===== src/rtl/regfile_pkg.sv =====
// Shared constants for the scoreboarded register file.
package regfile_pkg;

    localparam int DEFAULT_DATA_WIDTH    = 32;
    localparam int DEFAULT_ADDRESS_WIDTH = 5;
    localparam int DEFAULT_NUM_READ      = 2;

    // Architectural register indices with fixed roles.
    localparam int REG_ZERO = 0;
    localparam int REG_A0   = 10;

endpackage


===== src/rtl/regfile_scoreboard.sv =====
// One pending bit per register. A producer issue sets its destination bit and a
// register write clears it. If both hit the same register in one cycle, the set
// wins so that the newly issued producer stays tracked. Register 0 never pends.
// The output is the next-state vector: it already includes this cycle's set and
// clear, which lets the read ports register busy in step with their data.
module regfile_scoreboard
    import regfile_pkg::*;
#(
    parameter int ADDRESS_WIDTH = DEFAULT_ADDRESS_WIDTH
) (
    input  logic                          clk,
    input  logic                          rst,
    input  logic                          set_en,
    input  logic [ADDRESS_WIDTH-1:0]      set_idx,
    input  logic                          clr_en,
    input  logic [ADDRESS_WIDTH-1:0]      clr_idx,
    output logic [(2**ADDRESS_WIDTH)-1:0] pending
);

    logic [(2**ADDRESS_WIDTH)-1:0] pending_q;

    // Next-state pending vector: clear first, then set, so the set wins on a collision.
    always_comb begin
        pending = pending_q;
        if (clr_en) begin
            pending[clr_idx] = 1'b0;
        end
        if (set_en) begin
            pending[set_idx] = 1'b1;
        end
        pending[REG_ZERO] = 1'b0;
    end

    // Pending-bit state register.
    always_ff @(posedge clk or posedge rst) begin
        if (rst) begin
            pending_q <= '0;
        end else begin
            pending_q <= pending;
        end
    end

endmodule


===== src/rtl/regfile_sb.sv =====
// Register file with a per-register pending scoreboard. Reads are registered,
// with one cycle of latency, and a write in the same cycle is forwarded to them.
// Each read port also reports whether its register is still waiting for a
// producer. Register 0 always reads as zero, and a0 is a registered copy of x10.
module regfile_sb
    import regfile_pkg::*;
#(
    parameter int DATA_WIDTH    = DEFAULT_DATA_WIDTH,
    parameter int ADDRESS_WIDTH = DEFAULT_ADDRESS_WIDTH,
    parameter int NUM_READ      = DEFAULT_NUM_READ
) (
    input  logic                              clk,
    input  logic                              rst,
    input  logic [NUM_READ*ADDRESS_WIDTH-1:0] rs_addr,
    output logic [NUM_READ*DATA_WIDTH-1:0]    rd_data,
    output logic [NUM_READ-1:0]               busy,
    input  logic                              we,
    input  logic [ADDRESS_WIDTH-1:0]          wa,
    input  logic [DATA_WIDTH-1:0]             wd,
    input  logic                              issue_valid,
    input  logic [ADDRESS_WIDTH-1:0]          issue_rd,
    output logic [DATA_WIDTH-1:0]             a0
);

    localparam int NUM_REGS = 2**ADDRESS_WIDTH;
    localparam logic [ADDRESS_WIDTH-1:0] ZERO_IDX = ADDRESS_WIDTH'(REG_ZERO);
    localparam logic [ADDRESS_WIDTH-1:0] A0_IDX   = ADDRESS_WIDTH'(REG_A0);

    logic [DATA_WIDTH-1:0] regs [NUM_REGS];
    logic [NUM_REGS-1:0]   pending_next;
    logic                  wr_en;

    assign wr_en = we && (wa != ZERO_IDX);

    regfile_scoreboard #(
        .ADDRESS_WIDTH(ADDRESS_WIDTH)
    ) u_scoreboard (
        .clk     (clk),
        .rst     (rst),
        .set_en  (issue_valid),
        .set_idx (issue_rd),
        .clr_en  (we),
        .clr_idx (wa),
        .pending (pending_next)
    );

    // Register storage. x0 is never written, so it stays at its reset value of zero.
    always_ff @(posedge clk or posedge rst) begin
        if (rst) begin
            for (int r = 0; r < NUM_REGS; r++) begin
                regs[r] <= '0;
            end
        end else if (wr_en) begin
            regs[wa] <= wd;
        end
    end

    // a0 mirror of x10; a write to x10 in the same cycle is forwarded to it.
    always_ff @(posedge clk or posedge rst) begin
        if (rst) begin
            a0 <= '0;
        end else if (we && wa == A0_IDX) begin
            a0 <= wd;
        end else begin
            a0 <= regs[A0_IDX];
        end
    end

    for (genvar i = 0; i < NUM_READ; i++) begin : g_rd
        logic [ADDRESS_WIDTH-1:0] addr;
        logic [DATA_WIDTH-1:0]    data_q;
        logic                     busy_q;

        assign addr = rs_addr[i*ADDRESS_WIDTH +: ADDRESS_WIDTH];

        // Registered read with write forwarding; busy comes from the next-state pending bit.
        always_ff @(posedge clk or posedge rst) begin
            if (rst) begin
                data_q <= '0;
                busy_q <= 1'b0;
            end else begin
                if (addr == ZERO_IDX) begin
                    data_q <= '0;
                end else if (we && wa == addr) begin
                    data_q <= wd;
                end else begin
                    data_q <= regs[addr];
                end
                busy_q <= pending_next[addr];
            end
        end

        assign rd_data[i*DATA_WIDTH +: DATA_WIDTH] = data_q;
        assign busy[i] = busy_q;
    end

endmodule


===== config.mk =====
export PLATFORM = sky130hd
export DESIGN_NAME = regfile_sb
export DESIGN_NICKNAME = d
export VERILOG_FILES = /design/src/rtl/regfile_pkg.sv /design/src/rtl/regfile_scoreboard.sv /design/src/rtl/regfile_sb.sv
export SDC_FILE = /design/constraint.sdc
export NUM_CORES = 2
export LEC_CHECK = 0
export BUFFER_PORTS_ARGS = -buffer_cell sky130_fd_sc_hd__buf_2
export CAP_MARGIN = 20
export CORE_MARGIN = 4
export CORE_UTILIZATION = 50
export DETAILED_ROUTE_END_ITERATION = 6
export PLACE_DENSITY = 0.62
export SETUP_SLACK_MARGIN = 0.15
export SLEW_MARGIN = 5
export SYNTH_ARGS = -nofsm -noshare
export SYNTH_HDL_FRONTEND = slang
export SYNTH_SLANG_ARGS = --single-unit

===== constraint.sdc =====
create_clock -name clk -period 66.9 [get_ports clk]
set_input_delay 6.69 -clock clk [delete_from_list [all_inputs] [get_ports clk]]
set_output_delay 6.69 -clock clk [all_outputs]
set_load 0.005 [all_outputs]

==> results.ini <==
[timing]
finalSetupTns_ns = 0
fin_crit_ns = 10.14
slew_headroom_pct = 21.54
rsz0062_at_grt = no
fin_skew_ns = 0.02044
drv_slew = 0
hold_violations = 0
period_share_pct = 15.15
tightest_slew_ns = 1.177
fmax_ghz = 0.09864
finalSetupViolCount = 0
holdWs_ns = 0.3949

[synth]
yosys-top-cells-area = dfrtp_1, mux4_2, mux2_2
ys_seq_area_share_pct = 48.68
synth_edf_count = 0
synth_top_area_share_pct = 48.68
ys_ff_latch = 1153
synth-main-ff-cell = dfrtp_1
netlist_area_um2 = 59270
postSynthAreaPerCell_um2 = 16.19
synth.distinct_cells = 53
synth_nets = 3716
synth_top_area_cell = dfrtp_1
synthCells = 3660
synth_async_sr_flop_share_pct = 100.0
yosys_warnings = 0

[clock_network]
cts_buffer_depth = 3
htree_levels = 4
clock-root-buffer = clkbuf_16
cts_made_buffers = 131
cts_resized = 0
hold_buffers = 0
clk_latency_ns = 0.75
cts_tree = built
postCtsSetupBuffers = 0
path_clk_slew_ns = 0.05
cts_sinks = 1153

[layout]
final_layout_size_suffix_gt1_share_pct = 58.16
fillers = 9202
final_util_pct = 55.60
final_cell_count_no_fill = 5240
nNetsFinal = 3658
synthToLayoutAreaGrowth_pct = 10.62
fin_area_um2 = 65560
final_cell_mix = dfrtp_1, mux2_2, mux4_2, buf_2, clkbuf_16
layout_commonest_cell = dfrtp_1

[detailed_routing]
drt-initial-drc-count = 3403
avgRoutedWirePerCell_um = 33.79
firstDrtPassIters = 5
finalWirelength_mm = 177.1
vias_per_cell = 6.817
drc = 0
dr_total_vias = 35720
antenna_left = 0

[floorplan]
die_y_um = 352.3
pin_count = 154
die_w_um = 352.3
initial_utilization_pct = 50.26
die_area_um2 = 124100
core_um2 = 117900
fp-row-count = 126

[status]
status = finished clean

[setup_path]
crit_path_end_kind = register
required_ns = 67.53
cp_data_arrival_time_ns = 10.77
start_kind = input port
crit_type = in2reg
r2r_cells = 4
cp_max_fo = 68

[grt]
grt_max_degree = 190
grt_overflow = 0
grt_first_pass_wirelength_mm = 262.8
track_usage_pct = 28.71
antenna_found_initial = 15
grt_pass1_vias = 38430

[power]
peakVddDrop_mv = 0.02701
leakage_nw = 28.61
powerDensity_nw_per_um2 = 31.34

[placed_design]
gp_congestion = 0.8261
dpl-instance-area_um2 = 61100
place_inst = 5000
io_buffers = 153
hpwl_mm = 93.62

[flow_run]
cap_violations = 0

[min_path]
hold_path_class = reg2reg
holdPathStages = 0

area by class of cell:
type                       instances  area (um2)  area share (%)
timing repair buffer             234        1556           2.374
clock buffer                     185        3837           5.853
antenna                            7       17.52         0.02672
tap                             1536        1922           2.931
sequential                      1153       28850           44.01
clock inverter                    43       473.0          0.7214
multi-input combinational       2065       28830           43.97
inverter                          17       73.82          0.1126
cell usage after synthesis, types with 3 or more instances:
cell,number
nand3_1,6
a211oi_1,69
clkbuf_1,279
a221oi_1,6
buf_2,55
nand2b_1,4
nand2_1,47
mux2i_1,69
and3_1,3
inv_1,15
o21ai_0,13
mux4_2,640
nor3_1,4
dfrtp_1,1153
nor2_1,79
nor3b_1,4
buf_1,86
a22oi_1,10
nor4_1,4
nor2b_1,9
mux2_2,1028
xor2_1,8
o2bb2ai_1,4
buf_4,4
a21oi_1,6
and2_1,4
a22o_1,15
logic make-up (layout without fill, tap and decap cells):
group | Yosys count | in the layout | synth area share, %
muxes | 1737 | 1737 | 45.02
DFF | 1153 | 1153 | 48.68
buffers and inverters | 442 | 479 | 2.953
and+or+nand+nor | 181 | 181 | 1.480
AOI/OAI and AO/OA | 137 | 137 | 1.723
xor gates and xnor gates | 10 | 10 | 0.1478
other | 0 | 7 | 0
registers in the layout, summed over array words and instances, names as in the netlist:
| register | count |
|---|---|
| a0 | 32 |
| u_scoreboard.pending_q | 31 |
| g_rd.busy_q | 2 |
| g_rd.data_q | 64 |
| regs | 1024 |
metrics by stage:
| stage | setup slack [ns] | total power [mW] |
|---|---|---|
| 5_1_grt | 56.40 | 2.142 |
| 6_report | 56.76 | 2.055 |
| 2_1_floorplan | 27.74 | 1.226 |
| 3_5_place_dp | 55.38 | 1.343 |
| 3_3_place_gp | 55.61 | 1.316 |
| 4_1_cts | 56.17 | 2.069 |
worst max-delay path, cell delays in order:
cell and delay (ns):
buf_8 0.57, buf_4 0.84, buf_4 0.78, xnor2_1 0.22, nand3_4 0.44, buf_4 0.66
nor2_1 0.08, a211oi_1 0.31
path summary, 6_finish.rpt:
kind,start,endpoint,slack (ns)
worst max-delay path,rs_addr[0],g_rd[0].data_q[1],56.76
min in group asynchronous,rst,a0[26],6.10
worst max register to register,regs[677],g_rd[1].data_q[5],64.89
worst min register to register,regs[996],regs[996],0.39
worst min-delay path,regs[996],regs[996],0.39
max in group asynchronous,rst,regs[197],57.04
layer usage:
layer / share of wire [%] / global-route usage, %
met1: 42 / 40.06
met2: 48 / 45.97
met3: 7.0 / 5.694
met4: 3.3 / 9.218
met5: 0.037 / 0
power by group:
part | internal (mW) | switching (mW)
clock network | 0.427 | 0.295
registers | 0.835 | 0.0966
logic | 0.253 | 0.149
total | 1.51 | 0.541
No activity file was read; power rests on OpenSTA's default activity.
